$ cat config.mk
export PLATFORM = sky130hd
export DESIGN_NAME = digital_clock_alarm
export DESIGN_NICKNAME = d
export VERILOG_FILES = /design/src/rtl/digital_clock_alarm.sv
export SDC_FILE = /design/constraint.sdc
export NUM_CORES = 1
export LEC_CHECK = 0
export ABC_CLOCK_PERIOD_IN_PS = 7700
export CORE_ASPECT_RATIO = 0.75
export CORE_UTILIZATION = 48
export CTS_BUF_LIST = sky130_fd_sc_hd__clkbuf_8
export CTS_CLUSTER_DIAMETER = 150
export CTS_CLUSTER_SIZE = 40
export DETAILED_ROUTE_END_ITERATION = 8
export PLACE_DENSITY_LB_ADDON = 0.3
export SLEW_MARGIN = 20
export SYNTH_ARGS = -nofsm -noshare
export SYNTH_HDL_FRONTEND = slang
export SYNTH_SLANG_ARGS = --single-unit
$ cat constraint.sdc
create_clock -name clk -period 7.7 [get_ports clk]
set_input_delay 1.54 -clock clk [delete_from_list [all_inputs] [get_ports clk]]
set_output_delay 1.54 -clock clk [all_outputs]
set_load 0.02 [all_outputs]
$ cat src/rtl/digital_clock_alarm.sv
// 24-hour digital clock with prescaler, 12/24-hour display, auto-repeat set
// buttons, a separate alarm register set and a ring/snooze alarm controller.
module digital_clock_alarm #(
    parameter int TICK_COUNT    = 100_000_000,
    parameter int REPEAT_DELAY  = 50_000_000,
    parameter int REPEAT_PERIOD = 10_000_000,
    parameter int RING_SECS     = 60,
    parameter int SNOOZE_MIN    = 5
) (
    input  logic       clk,
    input  logic       sw,
    input  logic       mode24,
    input  logic       set_alarm,
    input  logic       btnL,
    input  logic       btnR,
    input  logic       alarm_en,
    input  logic       snooze,
    input  logic       dismiss,
    output logic [3:0] h2,
    output logic [3:0] h1,
    output logic [3:0] m2,
    output logic [3:0] m1,
    output logic [3:0] s2,
    output logic [3:0] s1,
    output logic       pm,
    output logic       alarm_ring,
    output logic       tick
);

    localparam int PW       = (TICK_COUNT > 1) ? $clog2(TICK_COUNT) : 1;
    localparam int REP_MAX  = (REPEAT_DELAY > REPEAT_PERIOD) ? REPEAT_DELAY : REPEAT_PERIOD;
    localparam int RW       = $clog2(REP_MAX + 1);
    localparam int RING_W   = $clog2(RING_SECS + 1);
    localparam int SNZ_LOAD = SNOOZE_MIN * 60;
    localparam int SNZ_W    = $clog2(SNZ_LOAD + 1);

    typedef enum logic [1:0] {
        IDLE    = 2'd0,
        RINGING = 2'd1,
        SNOOZE  = 2'd2
    } state_t;

    logic [PW-1:0]        presc_q, presc_d;
    logic [5:0]           hour_q, hour_d, min_q, min_d, sec_q, sec_d;
    logic [5:0]           al_hour_q, al_hour_d, al_min_q, al_min_d;
    logic [3:0]           sync1_q, sync1_d, sync2_q, sync2_d, prev_q, prev_d;
    logic [3:0]           rise;
    logic [1:0][RW-1:0]   rep_cnt_q, rep_cnt_d;
    logic [1:0]           rep_on_q, rep_on_d;
    logic [1:0]           rep_evt;
    logic                 ev_l, ev_r, time_adj, alarm_hit;
    state_t               state_q, state_d;
    logic [RING_W-1:0]    ring_q, ring_d;
    logic [SNZ_W-1:0]     snz_q, snz_d;
    logic [5:0]           hour_sel, min_sel, sec_sel, hour_disp;
    logic [7:0]           bcd_h, bcd_m, bcd_s;

    // Two-digit BCD of a 0..59 binary value
    function automatic logic [7:0] to_bcd(input logic [5:0] v);
        return {4'(v / 6'd10), 4'(v % 6'd10)};
    endfunction

    // Prescaler: tick marks the last cycle of each second
    always_comb begin
        tick    = (presc_q == PW'(TICK_COUNT - 1));
        presc_d = tick ? '0 : presc_q + 1'b1;
    end

    // Button synchronisers, rising-edge detection and hour/minute auto-repeat
    always_comb begin
        sync1_d   = {dismiss, snooze, btnR, btnL};
        sync2_d   = sync1_q;
        prev_d    = sync2_q;
        rise      = sync2_q & ~prev_q;
        rep_evt   = '0;
        rep_cnt_d = rep_cnt_q;
        rep_on_d  = rep_on_q;
        for (int i = 0; i < 2; i++) begin
            if (!sync2_q[i]) begin
                rep_cnt_d[i] = '0;
                rep_on_d[i]  = 1'b0;
            end else if (rise[i]) begin
                rep_evt[i]   = 1'b1;
                rep_cnt_d[i] = RW'(1);
                rep_on_d[i]  = 1'b0;
            end else if (!rep_on_q[i] && rep_cnt_q[i] == RW'(REPEAT_DELAY)) begin
                rep_evt[i]   = 1'b1;
                rep_cnt_d[i] = RW'(1);
                rep_on_d[i]  = 1'b1;
            end else if (rep_on_q[i] && rep_cnt_q[i] == RW'(REPEAT_PERIOD)) begin
                rep_evt[i]   = 1'b1;
                rep_cnt_d[i] = RW'(1);
            end else begin
                rep_cnt_d[i] = rep_cnt_q[i] + 1'b1;
            end
        end
    end

    // Timekeeping and adjustment; a time adjust swallows a coincident second step
    always_comb begin
        ev_r      = rep_evt[1];
        ev_l      = rep_evt[0] & ~rep_evt[1];
        time_adj  = ~set_alarm & (ev_r | ev_l);
        hour_d    = hour_q;
        min_d     = min_q;
        sec_d     = sec_q;
        al_hour_d = al_hour_q;
        al_min_d  = al_min_q;
        if (time_adj) begin
            if (ev_r) begin
                min_d = (min_q == 6'd59) ? 6'd0 : min_q + 6'd1;
            end else begin
                hour_d = (hour_q == 6'd23) ? 6'd0 : hour_q + 6'd1;
            end
        end else if (tick) begin
            if (sec_q == 6'd59) begin
                sec_d = 6'd0;
                if (min_q == 6'd59) begin
                    min_d  = 6'd0;
                    hour_d = (hour_q == 6'd23) ? 6'd0 : hour_q + 6'd1;
                end else begin
                    min_d = min_q + 6'd1;
                end
            end else begin
                sec_d = sec_q + 6'd1;
            end
        end
        if (set_alarm) begin
            if (ev_r) begin
                al_min_d = (al_min_q == 6'd59) ? 6'd0 : al_min_q + 6'd1;
            end else if (ev_l) begin
                al_hour_d = (al_hour_q == 6'd23) ? 6'd0 : al_hour_q + 6'd1;
            end
        end
        alarm_hit = tick & ~time_adj & (sec_d == 6'd0) &
                    (hour_d == al_hour_q) & (min_d == al_min_q);
    end

    // Alarm controller: ring timeout, snooze countdown, dismiss has priority
    always_comb begin
        state_d = state_q;
        ring_d  = ring_q;
        snz_d   = snz_q;
        case (state_q)
            IDLE: begin
                if (alarm_hit) begin
                    state_d = RINGING;
                    ring_d  = '0;
                end
            end
            RINGING: begin
                if (rise[3]) begin
                    state_d = IDLE;
                end else if (rise[2]) begin
                    state_d = SNOOZE;
                    snz_d   = SNZ_W'(SNZ_LOAD);
                end else if (tick) begin
                    if (ring_q == RING_W'(RING_SECS - 1)) begin
                        state_d = IDLE;
                    end else begin
                        ring_d = ring_q + 1'b1;
                    end
                end
            end
            SNOOZE: begin
                if (rise[3]) begin
                    state_d = IDLE;
                end else if (tick) begin
                    if (snz_q <= SNZ_W'(1)) begin
                        state_d = RINGING;
                        ring_d  = '0;
                        snz_d   = '0;
                    end else begin
                        snz_d = snz_q - 1'b1;
                    end
                end
            end
            default: state_d = IDLE;
        endcase
        if (!alarm_en) begin
            state_d = IDLE;
        end
    end

    // Display selection, 12-hour conversion and BCD split
    always_comb begin
        hour_sel  = set_alarm ? al_hour_q : hour_q;
        min_sel   = set_alarm ? al_min_q : min_q;
        sec_sel   = set_alarm ? 6'd0 : sec_q;
        hour_disp = hour_sel;
        pm        = 1'b0;
        if (!mode24) begin
            if (hour_sel == 6'd0) begin
                hour_disp = 6'd12;
            end else if (hour_sel > 6'd12) begin
                hour_disp = hour_sel - 6'd12;
                pm        = 1'b1;
            end else if (hour_sel == 6'd12) begin
                pm = 1'b1;
            end
        end
        bcd_h      = to_bcd(hour_disp);
        bcd_m      = to_bcd(min_sel);
        bcd_s      = to_bcd(sec_sel);
        h2         = bcd_h[7:4];
        h1         = bcd_h[3:0];
        m2         = bcd_m[7:4];
        m1         = bcd_m[3:0];
        s2         = bcd_s[7:4];
        s1         = bcd_s[3:0];
        alarm_ring = (state_q == RINGING);
    end

    // Prescaler, time and alarm registers
    always_ff @(posedge clk) begin
        if (sw) begin
            presc_q   <= '0;
            hour_q    <= '0;
            min_q     <= '0;
            sec_q     <= '0;
            al_hour_q <= '0;
            al_min_q  <= '0;
        end else begin
            presc_q   <= presc_d;
            hour_q    <= hour_d;
            min_q     <= min_d;
            sec_q     <= sec_d;
            al_hour_q <= al_hour_d;
            al_min_q  <= al_min_d;
        end
    end

    // Button synchroniser and repeat registers
    always_ff @(posedge clk) begin
        if (sw) begin
            sync1_q   <= '0;
            sync2_q   <= '0;
            prev_q    <= '0;
            rep_cnt_q <= '0;
            rep_on_q  <= '0;
        end else begin
            sync1_q   <= sync1_d;
            sync2_q   <= sync2_d;
            prev_q    <= prev_d;
            rep_cnt_q <= rep_cnt_d;
            rep_on_q  <= rep_on_d;
        end
    end

    // Alarm state register with ring and snooze counters
    always_ff @(posedge clk) begin
        if (sw) begin
            state_q <= IDLE;
            ring_q  <= '0;
            snz_q   <= '0;
        end else begin
            state_q <= state_d;
            ring_q  <= ring_d;
            snz_q   <= snz_d;
        end
    end

endmodule

# --- Word level (Yosys, flattened, before mapping) ---
# Index checks and enable logic that the tools add are counted.
classes:
  n_addsub: 11
  div_mod_pow: 6
  shift: 0
  magnitude_cmp: 2
  bitwise: 15
  n_reduce_logical: 24
  eq_ne: 29
  n_mux: 64
  mul: 0
ops:
  columns: ["cell", "n"]
  rows:
  - ["$mux 6", 30]
  - ["$add 26x1->26 const B", 2]
  - ["$eq 26x24->1 const B", 2]
  - ["$eq 26x26->1 const B", 2]
  - ["$mux 9", 5]
  - ["$add 6x1->6 const B", 6]
  - ["$add 27x1->27 const B", 1]
  - ["$eq 27x27->1 const B", 1]
  - ["$eq 6x6->1 const B", 4]
  - ["$div 6x4->6 const B", 3]
  - ["$mod 6x4->6 const B", 3]
  - ["$mux 1", 18]
  - ["$pmux 6 s3", 1]
  - ["$pmux 9 s2", 1]
  - ["$mux 2", 8]
  - ["$ne 2x2->1 const B", 7]
  - ["$eq 6x5->1 const B", 2]
  - ["$eq 6x6->1", 2]
  - ["$logic_not 6->1", 2]
  - ["$reduce_and 5->1", 2]
  - ["$reduce_or 5->1", 2]
  - ["$le 9x1->1 const B", 1]
  - ["$reduce_and 9->1", 1]
  - ["$sub 9x1->9 const B", 1]
  - ["23 further kinds", 44]
totals:
  n_memories: 0
  register_bits: 140
  output_inout_bits: 27
  input_bits: 9
  mem_bits_rw: 0
  latch_bits: 0
  rom_bits: 0

# --- Longest topological paths before layout ---
depth:
  ltp_word: 17
  ltp_mapped: 17
  depth_no_buf: 16

# --- Worst setup path before layout ---
# OpenSTA, ideal clock, no wires.
synth_timing:
  path_kind: "input port to output port"
  from: "input set_alarm"
  to: "output h1[2]"
  n_path_buf: 1
  required_time_ps: 6160
  arrival_ps: 4799
  path_slack_ps: 1361
  stages: 15
  path_cell_list: "buf_2 -> mux2i_1 -> inv_1 -> ha_1 -> inv_1 -> o32ai_2 -> and3_1 -> or3_1 -> inv_1 -> ha_1 -> a21oi_1 -> a21o_1 -> mux2i_1 -> ha_1 -> a21oi_1"
synth_via:
  elab_chain_len: 6
  elab_cells_between_ends: 8
  classes_between: "add/sub: 1; div: 1; order compare: 1; mux: 4; reduce/logical: 1"
synth_rtl:
  columns: ["item", "line_no", "source"]
  rows:
  - ["from (decl)", "13", "input logic set_alarm,"]
  - ["$mux 6 *", "187", "hour_sel = set_alarm ? al_hour_q : hour_q;"]
  - ["$sub 6x4->6 / $gt 6x4->1 (equally long branches)", "196, 195", null]
  - ["$mux 6", "195", "end else if (hour_sel > 6'd12) begin"]
  - ["$mux 6", "193", "if (hour_sel == 6'd0) begin"]
  - ["$mux 6 *", "192", "if (!mode24) begin"]
  - ["$mod 6x4->6 *", "60", "return {4'(v / 6'd10), 4'(v % 6'd10)};"]
  - ["to (decl)", "20", "output logic [3:0] h1,"]
# Mark *: on every way between the ends. The rest lies on a longest branch, timed or not.

# --- Final worst setup path ---
layout_timing:
  from: "input set_alarm"
  to: "output h1[3]"
# The elaborated chain is that of the path after synthesis.

==> results.sh <==
export IMPL_status="complete, no violations"
export IMPL_synth_area_leaders="dfxtp_1 (34%), nor2_1 (6.7%), xor2_1 (5.0%)"
export IMPL_clock_latency_ns=0.46
export IMPL_cp_slowest_cell="clkdlybuf4s50_1"
export IMPL_dpl_hpwl_um=12900
export IMPL_postCtsResizedCells=0
export IMPL_port_buffers=32
export IMPL_initial_core_util=0.493
export IMPL_antenna_cells=0
export IMPL_setup_slack_ns=0.534
export IMPL_critPathArrivalTime_ns=5.63
export IMPL_end_kind="primary output"
export IMPL_avgViaCountPerCell=5.65
export IMPL_min_to="prev_d[3]"
export IMPL_cp_cell_sequence="buf_2 > mux2i_1 > inv_1 > ha_1 > inv_1 > o32ai_2 > a21oi_1 > or3_1 > mux2i_1 > ha_1 > a211oi_1 > a2111oi_4 > a31oi_1 > o22ai_1 > clkdlybuf4s50_1"
export IMPL_setup_viol=0
export IMPL_rsz0062_at_grt="false"
export IMPL_pre_cts_slack_ns=0.552
export IMPL_cp_start_kind="input pin"
export IMPL_yosysTopAreaCell="dfxtp_1"
export IMPL_clk_pin_slew_ns=0.08
export IMPL_synth_seq_cells=140
export IMPL_clock_sinks=140
export IMPL_numCtsBuffers=17
export IMPL_critPathKind="input pin to primary output"
export IMPL_hold_depth=1
export IMPL_layout_drive_gt1_share=0.0668
export IMPL_worstPathMaxFanout=16
export IMPL_syn_avg_cell_area_um2=8.10
export IMPL_num_rows=41
export IMPL_synth_cells=1030
export IMPL_yosysWarnings=0
export IMPL_grt_max_degree=43
export IMPL_rr_endpoint="ring_q[5]"
export IMPL_leakagePower_nw=3.31
export IMPL_synthArstFlopShare=0
export IMPL_layoutNonFillerInstCount=1278
export IMPL_drc=0
export IMPL_powerDensity_nw_per_um2=161
export IMPL_grt_pass1_wl_um=30900
export IMPL_synth_ff_type="dfxtp_1"
export IMPL_placed_cell_area_um2=8800
export IMPL_wirelength_um=18000
export IMPL_fin_total_pwr_mw=1.49
export IMPL_nets=1084
export IMPL_grtUsageTotal=0.212
export IMPL_synth_top_cell_area_share=0.336
export IMPL_slew_viol_final=0
export IMPL_reg2reg_depth=11
export IMPL_num_fill_cells=1588
export IMPL_wl_per_cell_um=14.0
export IMPL_grt_pass1_vias=6422
export IMPL_firstDrtPassIters=5
export IMPL_crit_required_ns=6.16
export IMPL_max_freq_mhz=140
export IMPL_hp_start="sync1_q[3]"
export IMPL_syn2layout_area_growth_pct=10.7
export IMPL_synth_edf_count=0
export IMPL_core_area_um2=16900
export IMPL_ys_types=89
export IMPL_final_core_util=0.545
export IMPL_gp_congestion=0.872
export IMPL_overflow=0
export IMPL_ir_drop_uv=95.1
export IMPL_drv_cap=0
export IMPL_place_inst=1246
export IMPL_synth_area_um2=8340
export IMPL_die_h_um=116
export IMPL_postCtsSetupBuffers=0
export IMPL_ctsHoldBuffers=0
export IMPL_min_period_over_period=0.931
export IMPL_grt_antenna_before_repair=0
export IMPL_period_minus_slack_ns=7.17
export IMPL_worst_pin_slew_ns=0.954
export IMPL_ys_seq_area_frac=0.336
export IMPL_ant_nets=0
export IMPL_hp_class="register to register"
export IMPL_vias=7217
export IMPL_hold_worst_slack_ns=0.444
export IMPL_h_tree_depth=4
export IMPL_hold_viol=0
export IMPL_cts_tree="built"
export IMPL_reg2reg_from="sec_q[0]"
export IMPL_cts_max_path_buffers=2
export IMPL_max_slew_margin_rel=0.362
export IMPL_die_width_um=154
export IMPL_fin_skew_ns=0.0152
export IMPL_ff2ff_setup_slack_ns=3.25
export IMPL_root_buffer="clkbuf_8"
export IMPL_first_iter_violations=550
export IMPL_fin_tns_setup_ns=0
export IMPL_fp_dieArea_um2=17900
export IMPL_cp_slowest_stage_delay_ns=0.63
export IMPL_io_pins=36
export IMPL_final_area_um2=9230
## worst max-delay path by stage
stage | to | start | cells past startpoint | slack, ns
5_1_grt | h1[1] | set_alarm | 15 | 0.15
2_1_floorplan | h1[2] | set_alarm | 15 | 1.36
6_report | h1[3] | set_alarm | 15 | 0.53
3_5_place_dp | h1[3] | set_alarm | 15 | 0.55
4_1_cts | h1[3] | set_alarm | 15 | 0.55
3_3_place_gp | h1[3] | set_alarm | 17 | 0.70
## area by class of cell
cell class | instances | area [µm²] | area share
multi-input cells | 817 | 5250 | 0.568
well taps | 215 | 269 | 0.0291
clock inverters | 14 | 184 | 0.0199
clock buffers | 18 | 248 | 0.0268
repair buffers | 36 | 340 | 0.0369
flip-flops and latches | 140 | 2800 | 0.304
inverters | 38 | 143 | 0.0154
## power by group
group,internal (mW),leakage [nW],switching (mW)
Sequential,0.729,1.13,0.00640
Combinational,0.0431,1.97,0.0642
Clock,0.336,0.217,0.311
## synth_stat cells (all sizes together), types with 5 or more instances
library cell / n
a21oi: 46
o21ai: 39
ha: 25
mux2i: 24
and2: 6
o21a: 5
nand2: 87
and4: 14
buf: 7
or3: 16
nor4bb: 5
nor4: 11
nor2: 149
nor3: 32
o211ai: 7
a21boi: 5
mux2: 8
nand3: 55
or4: 5
inv: 37
clkbuf: 30
xnor2: 38
and3: 30
a31oi: 15
a21o: 5
nand2b: 15
nor3b: 6
nor2b: 23
nand4: 16
xor2: 48
dfxtp: 140
a22oi: 6
## layout by cell type (no fill, tap or decap), types with 29 or more instances in the layout
master           count
nor2_1             149
dfxtp_1            140
nand2_1             87
nand3_1             54
xor2_1              48
a21oi_1             45
xnor2_1             38
inv_1               36
o21ai_0             35
clkdlybuf4s50_1     30
nor3_1              29
and3_1              29
## routing by layer
metal | global-route usage | vias to the layer above | share of wire
met5 | 0 | - | 0
met4 | 0.0613 | 0 | 0.013
met3 | 0.0464 | 25 | 0.047
met2 | 0.315 | 142 | 0.41
met1 | 0.308 | 3348 | 0.53
li1 | - | 3702 | -
## critical path: cells and delay by family
family | cells | cell delay, ns
and+or+nand+nor | 1 | 0.42
adders and majority gates | 2 | 0.52
AOI/OAI and AO/OA | 6 | 1.48
buffers and inverters | 4 | 1.09
muxes | 2 | 0.56
## logic make-up after synthesis
family / synth area share
simple gates: 0.308
compound gates: 0.145
flops: 0.336
xor+xnor: 0.0930
buf+inv: 0.0356
mux: 0.0428
fa+ha+maj: 0.0387
other cells: 0.000450
## sequential cells by signal (all words and copies together) (netlist names), 6 cells and up
signal     count
rep_cnt_q     52
hour_q         6
min_q          6
ring_q         6
sec_q          6
snz_q          9
al_min_q       6
al_hour_q      6
presc_q       27
Note: power is estimated with default switching activity, not from simulation.
